<file path="src/rtl/prng_seq_ctrl.sv">
// Sequencer for the free-running 13-bit two-step LFSR of a Massey-Rueppel PRNG:
// seed load, warm-up discard, valid/ready word delivery and all-zero lock-up guard.
module prng_seq_ctrl #(
  parameter int               WIDTH        = 13,
  parameter int               WARMUP       = 16,
  parameter logic [WIDTH-1:0] DEFAULT_SEED = {{(WIDTH-1){1'b0}}, 1'b1}
) (
  input  logic             i_clk,
  input  logic             i_rst,
  input  logic             i_seed_valid,
  input  logic [WIDTH-1:0] i_seed,
  output logic             o_seed_ready,
  output logic             o_lfsr_rst,
  output logic [WIDTH-1:0] o_lfsr_seed,
  input  logic [WIDTH-1:0] i_lfsr_state,
  output logic             o_rnd_valid,
  output logic [WIDTH-1:0] o_rnd_data,
  input  logic             i_rnd_ready,
  output logic             o_busy,
  output logic             o_zero_err
);

  typedef enum logic [1:0] {
    S_IDLE = 2'd0,
    S_LOAD = 2'd1,
    S_WARM = 2'd2,
    S_RUN  = 2'd3
  } state_t;

  localparam logic [7:0] WARMUP_CNT = 8'(WARMUP);

  state_t           state_reg, state_next;
  logic [7:0]       cnt_reg, cnt_next;
  logic             lfsr_rst_reg, lfsr_rst_next;
  logic [WIDTH-1:0] lfsr_seed_reg, lfsr_seed_next;
  logic             rnd_valid_reg, rnd_valid_next;
  logic [WIDTH-1:0] rnd_data_reg, rnd_data_next;
  logic             busy_reg, busy_next;
  logic             zero_err_reg, zero_err_next;

  logic seed_ready;
  logic seed_take;
  logic slot_free;
  logic state_zero;

  assign seed_ready = (state_reg == S_IDLE) || (state_reg == S_RUN);
  assign seed_take  = i_seed_valid && seed_ready;
  assign slot_free  = !rnd_valid_reg || i_rnd_ready;
  assign state_zero = (i_lfsr_state == '0);

  always_comb begin
    state_next     = state_reg;
    cnt_next       = cnt_reg;
    lfsr_seed_next = lfsr_seed_reg;
    rnd_valid_next = rnd_valid_reg;
    rnd_data_next  = rnd_data_reg;
    zero_err_next  = zero_err_reg;

    case (state_reg)
      S_IDLE: begin
        if (seed_take) begin
          state_next = S_LOAD;
        end
      end
      S_LOAD: begin
        cnt_next = WARMUP_CNT;
        if (WARMUP_CNT == 8'd0) begin
          state_next = S_RUN;
        end else begin
          state_next = S_WARM;
        end
      end
      S_WARM: begin
        cnt_next = cnt_reg - 8'd1;
        if (cnt_reg <= 8'd1) begin
          state_next = S_RUN;
        end
      end
      S_RUN: begin
        if (state_zero) begin
          zero_err_next = 1'b1;
        end
        // A new seed wins over capture; any pending word is dropped below.
        if (seed_take) begin
          state_next = S_LOAD;
        end else if (slot_free) begin
          if (!state_zero) begin
            rnd_valid_next = 1'b1;
            rnd_data_next  = i_lfsr_state;
          end else begin
            rnd_valid_next = 1'b0;
          end
        end
      end
      default: begin
        state_next = S_IDLE;
      end
    endcase

    if (seed_take) begin
      lfsr_seed_next = (i_seed == '0) ? DEFAULT_SEED : i_seed;
      zero_err_next  = 1'b0;
      rnd_valid_next = 1'b0;
    end

    // Registered decodes of the upcoming state so the pins change with the state.
    lfsr_rst_next = (state_next == S_LOAD);
    busy_next     = (state_next == S_LOAD) || (state_next == S_WARM);
  end

  always_ff @(posedge i_clk) begin
    if (i_rst) begin
      state_reg     <= S_IDLE;
      cnt_reg       <= 8'd0;
      lfsr_rst_reg  <= 1'b0;
      lfsr_seed_reg <= DEFAULT_SEED;
      rnd_valid_reg <= 1'b0;
      rnd_data_reg  <= '0;
      busy_reg      <= 1'b0;
      zero_err_reg  <= 1'b0;
    end else begin
      state_reg     <= state_next;
      cnt_reg       <= cnt_next;
      lfsr_rst_reg  <= lfsr_rst_next;
      lfsr_seed_reg <= lfsr_seed_next;
      rnd_valid_reg <= rnd_valid_next;
      rnd_data_reg  <= rnd_data_next;
      busy_reg      <= busy_next;
      zero_err_reg  <= zero_err_next;
    end
  end

  assign o_seed_ready = seed_ready;
  assign o_lfsr_rst   = lfsr_rst_reg;
  assign o_lfsr_seed  = lfsr_seed_reg;
  assign o_rnd_valid  = rnd_valid_reg;
  assign o_rnd_data   = rnd_data_reg;
  assign o_busy       = busy_reg;
  assign o_zero_err   = zero_err_reg;

endmodule

</file>
<file path="config.mk">
export PLATFORM = sky130hd
export DESIGN_NAME = prng_seq_ctrl
export DESIGN_NICKNAME = d
export VERILOG_FILES = /design/src/rtl/prng_seq_ctrl.sv
export SDC_FILE = /design/constraint.sdc
export NUM_CORES = 1
export LEC_CHECK = 0
export CAP_MARGIN = 40
export CORE_AREA = 5 5 76 78
export CTS_CLUSTER_DIAMETER = 200
export DETAILED_ROUTE_END_ITERATION = 7
export DIE_AREA = 0 0 81 83
export PLACE_DENSITY = 0.71
export SETUP_SLACK_MARGIN = 0.2
export SLEW_MARGIN = 15
export SYNTH_ARGS = -nofsm -noshare
export SYNTH_HDL_FRONTEND = slang
export SYNTH_SLANG_ARGS = --single-unit
export TNS_END_PERCENT = 20
</file>
<file path="constraint.sdc">
create_clock -name i_clk -period 3.1 [get_ports i_clk]
set_input_delay 0.62 -clock i_clk [delete_from_list [all_inputs] [get_ports i_clk]]
set_output_delay 0.62 -clock i_clk [all_outputs]
set_load 0.005 [all_outputs]
</file>
# Word level (Yosys, flattened, before mapping)
# Cells that the tools add are included.
[word_totals] elab_cells=37 output_inout_bits=31 register_bits=40 input_bits=30
[op_classes] add_sub_neg=1 bitwise=2 muxes=6 magnitude_cmp=1 n_reduce_logical=14 eq_ne=5
[op_table] cell="$logic_not 13->1" count=2
[op_table] cell="$pmux 8 s2" count=1
[op_table] cell="$mux 13" count=1
[op_table] cell="$le 8x1->1 const B" count=1
[op_table] cell="$sub 8x1->8 const B" count=1
[op_table] cell="$eq 2x2->1 const B" count=3
[op_table] cell="$pmux 2 s3" count=1
[op_table] cell="$eq 2x1->1 const B" count=2
[op_table] cell="$mux 2" count=2
[op_table] cell="$reduce_and 2->1" count=2
[op_table] cell="$reduce_and 4->1" count=1
[op_table] cell="$reduce_or 2->1" count=2
[op_table] cell="$logic_or 1x1->1" count=3
[op_table] cell="$logic_not 2->1" count=1
[op_table] cell="$not 1->1" count=2
[op_table] cell="$reduce_bool 2->1" count=1
[op_table] cell="$logic_and 1x1->1" count=1
[op_table] cell="$logic_not 1->1" count=1
[op_table] cell="$mux 1" count=1

# Longest topological paths before layout
[logic_depth] word_depth=7 ltp_mapped=8 mapped_depth_nobuf=8

# Worst setup path before layout
# No wires, ideal clock.
[synth_timing] path_type="register to register" start="register state_reg[0]" end="register cnt_reg[5]" required_ps=2967 synth_period_minus_slack_ps=1799 arrival_ps=1666 stages_incl_launch_ff=8 path_buffers=1 setup_ps=133 setup_slack_ps=1301 cell_sequence="dfxtp_1 -> inv_1 -> ha_1 -> buf_2 -> or3_1 -> nor4_2 -> xnor2_1 -> nor2_1"
[synth_via] elab_chain_len=2 word_cells_on_any_way=4 cone_classes="eq/ne: 2; mux: 1; reduce/logical: 1"
[synth_rtl] element="start: declaration" line="32" source="state_t state_reg, state_next;"
[synth_rtl] element="start signal: assignment" line="122" source="state_reg <= state_next;"
[synth_rtl] element="$eq 2x2->1 / $eq 2x1->1 (equally long branches)" line="59" source="case (state_reg)"
[synth_rtl] element="$pmux 8 s2 / $reduce_bool 2->1 (equally long branches)"
[synth_rtl] element="end signal: assignment" line="123" source="cnt_reg <= cnt_next;"
[synth_rtl] element="end: declaration" line="33" source="logic [7:0] cnt_reg, cnt_next;"
# Parallel ways exist; a longest one is shown, timed or not.
# A chain may end at the register's enable or synchronous reset.

# Final worst setup path
[layout_timing] start="register state_reg[0]" end="output o_seed_ready"
[layout_via] elab_chain_len=2 word_cells_on_any_way=3 cone_classes="eq/ne: 1; reduce/logical: 2"
[layout_rtl] element="$eq 2x2->1 / $logic_not 2->1 (equally long branches)" line="46" source="assign seed_ready = (state_reg == S_IDLE) || (state_reg == S_RUN);"
[layout_rtl] element="$logic_or 1x1->1 (*)" line="46"
[layout_rtl] element="end: declaration" line="12" source="output logic o_seed_ready,"
# Every way passes the cells marked *; elsewhere a longest branch is shown, timed or not.

==> impl_metrics.py <==
metrics = {
    "drt": {
        "ant_nets": 0,
        "drt_first_pass_iters": 4,
        "wl_per_cell_um": 12.7,
        "first_iter_violations": 51,
        "dr_total_vias": 1541,
        "drc": 0,
        "vias_per_cell": 4.76,
        "drt_wl_total_um": 4100,
    },
    "synth": {
        "ys_warn_count": 0,
        "synthArstFlopShare": 0,
        "syn_area_um2": 1670,
        "synth_edf_count": 0,
        "synth-seq-cells": 40,
        "yosysUniqueCellTypes": 36,
        "syn-mean-instance-area_um2": 8.56,
        "synthCells": 195,
        "ys_seq_area_frac": 0.480,
        "synth_fp_nets": 231,
        "ys.flop_type": "dfxtp_1",
    },
    "global_route": {
        "grtUsageTotal": 0.125,
        "grt_max_degree": 19,
        "grt_overflow": 0,
        "grt_pass1_wl_um": 6730,
        "antenna_found_initial": 0,
        "grt_pass1_vias": 1436,
    },
    "setup_path": {
        "end_kind": "output pin",
        "arrival_ns": 1.81,
        "worstSetupStartpoint": "state_reg[0]$_SDFF_PP0_",
        "crit_type": "register to output pin",
        "crit_chain": "inv_1, ha_1, clkdlybuf4s50_1",
        "r2r_cells": 7,
        "critPathSlowestCell": "clkdlybuf4s50_1",
        "worstSetupEndpoint": "o_seed_ready",
        "critical_path_required_ns": 2.48,
        "reg2reg_from": "state_reg[0]$_SDFF_PP0_",
        "reg2reg_slack_ns": 0.97,
        "worstSetupPathDepth": 3,
        "cpLargestDelayFamily": "buffers and inverters",
        "crit_path_start_kind": "register",
        "cp_max_fo": 12,
        "cp_slowest_stage_delay_ns": 0.57,
        "timing.rr.end": "o_rnd_data[12]$_SDFFE_PP0P_",
        "critPathBufInv": 2,
    },
    "clocking": {
        "post_cts_resized": 0,
        "cts_root_buf": "clkbuf_8",
        "holdBufCountCts": 0,
        "ctsHtreeMaxLevel": 2,
        "clkTransAtPathRegs_ns": 0.08,
        "cts_tree": "yes",
        "clkSinkCount": 40,
        "clock_latency_ns": 0.29,
        "cts_buffers": 5,
        "clk_path_buf_depth": 2,
        "postCtsSetupRepairBufs": 0,
    },
    "final_layout": {
        "synthToLayoutAreaGrowth_pct": 44.8,
        "drive_above_1_share": 0.0709,
        "n_antenna_cell": 0,
        "final_util": 0.482,
        "nets": 290,
        "stdcell_area_um2": 2420,
    },
    "floorplanning": {
        "fp.dieH_um": 83,
        "start_util": 0.333,
        "ios": 61,
        "die_w_um": 81,
        "num_rows": 26,
        "die_area_um2": 6720,
        "core-area_um2": 5010,
    },
    "pwr": {
        "intPower_uw": 1140,
        "power_density_nw_per_um2": 717,
        "p_sw_uw": 592,
        "power_frac_clock": 0.189,
        "power_switching_share": 0.342,
        "vdd_drop_max_mv": 0.340,
        "leakage_uw": 0.000866,
        "seqPwrFrac": 0.400,
        "combinationalPowerShare": 0.412,
    },
    "sta": {
        "slew_headroom": 0.608,
        "hold_viol": 0,
        "fmax_ghz": 0.411,
        "finClkSkew_ns": 0.00981,
        "finalCriticalPeriod_ns": 2.43,
        "fin_setup_tns_ns": 0,
        "post-route-period-util": 0.785,
        "setup_violations": 0,
        "grt_setup_unrepaired": "false",
        "worst_pin_slew_ns": 0.587,
        "slew_viol_final": 0,
        "fin_ws_ns": 0.666,
    },
    "status": {
        "outcome": "complete, no violations",
    },
    "placed_design": {
        "io_buffer_count": 60,
        "place_ws_ns": 0.793,
        "placed_cell_area_um2": 2330,
        "hpwlAfterDp_um": 3060,
        "globalplace.congestion": 0.825,
    },
    "worst_hold_path": {
        "min_path_type": "register to register",
    },
    "job": {
        "maxCapViolCount": 0,
    },
}
layout make-up:
cell class | count | area [µm²]
Fill cell | 510 | 2590
Multi-Input combinational cell | 139 | 805
Sequential cell | 40 | 801
Timing Repair Buffer | 63 | 623
Tap cell | 70 | 87.6
Clock buffer | 5 | 68.8
Inverter | 5 | 18.8
Clock inverter | 2 | 12.5
metal layers:
layer | wire (µm) | track usage
met5 | 0 | 0
met4 | 39 | 0.0323
met3 | 442 | 0.0574
met2 | 1760 | 0.191
met1 | 1860 | 0.159
worst reg2reg max path, cell delays in order, from the launching register on:
cell and delay (ns):
dfxtp_1 0.41, inv_1 0.06, ha_1 0.44, nand2_1 0.11
buf_4 0.20, and3_1 0.43, a21oi_2 0.13, a22o_1 0.24
cells in the final DEF (no fill, tap or decap), types with 2 or more instances in the layout:
master and count:
clkdlybuf4s50_1 60, dfxtp_1 40, nand2_1 29, a21oi_1 26, nor2_1 17, nand3_1 9, o21ai_0 6, ha_1 6
inv_1 5, nor3_1 5, xnor2_1 5, clkbuf_8 5, o21ai_1 4, nor4_1 3, nor4_2 3, a22o_1 3
nor2b_1 3, buf_4 3, o21a_1 2
power groups by stage:
stage | Combinational (µW) | Sequential (µW) | Clock (µW)
final | 713 | 692 | 327
after global routing | 806 | 707 | 366
after CTS | 724 | 694 | 340
after detailed placement | 719 | 704 | 0
after global placement | 715 | 701 | 0
after floorplan | 457 | 698 | 0
worst min-delay path by stage:
| stage | from | to | slack (ns) | depth (start not counted) |
|---|---|---|---|---|
| global route | o_lfsr_seed[9]$_SDFFE_PP0P_ | o_lfsr_seed[9]$_SDFFE_PP0P_ | 0.48 | 2 |
| global placement | o_lfsr_seed[11]$_SDFFE_PP0P_ | o_lfsr_seed[11]$_SDFFE_PP0P_ | 0.44 | 2 |
| finish | o_lfsr_seed[10]$_SDFFE_PP0P_ | o_lfsr_seed[10]$_SDFFE_PP0P_ | 0.46 | 2 |
| floorplan | o_lfsr_seed[10]$_SDFFE_PP0P_ | o_lfsr_seed[10]$_SDFFE_PP0P_ | 0.45 | 2 |
| CTS | o_lfsr_seed[10]$_SDFFE_PP0P_ | o_lfsr_seed[10]$_SDFFE_PP0P_ | 0.46 | 2 |
| detailed placement | o_lfsr_seed[10]$_SDFFE_PP0P_ | o_lfsr_seed[10]$_SDFFE_PP0P_ | 0.45 | 2 |
Yosys cell counts, types with 4 or more instances:
| cell | n | area share |
|---|---|---|
| o21ai_0 | 6 | 0.018 |
| xnor2_1 | 5 | 0.026 |
| dfxtp_1 | 40 | 0.48 |
| inv_1 | 5 | 0.011 |
| o21ai_1 | 4 | 0.012 |
| nor3_1 | 5 | 0.015 |
| a21oi_1 | 26 | 0.078 |
| nand2_1 | 29 | 0.065 |
| nor2_1 | 17 | 0.038 |
| nand3_1 | 9 | 0.027 |
| clkbuf_1 | 8 | 0.018 |
| ha_1 | 6 | 0.045 |
stage by stage:
stage / hold slack [ns] / std cells / power (µW)
4_1_cts: 0.457 / 324 / 1760
3_3_place_gp: 0.441 / 317 / 1420
6_report: 0.456 / 324 / 1730
2_1_floorplan: 0.453 / 195 / 1160
5_1_grt: 0.478 / 324 / 1880
3_5_place_dp: 0.447 / 317 / 1420
kinds of logic after synthesis:
logic type / after synthesis / share of synthesized area
buffers and inverters: 16 / 0.0382
flip-flops: 40 / 0.480
AO/OA/AOI/OAI: 48 / 0.166
AND/OR/NAND/NOR: 79 / 0.239
XOR/XNOR: 6 / 0.0315
adder cells (fa/ha/maj): 6 / 0.0450
Power figures use the tool's default switching activity.
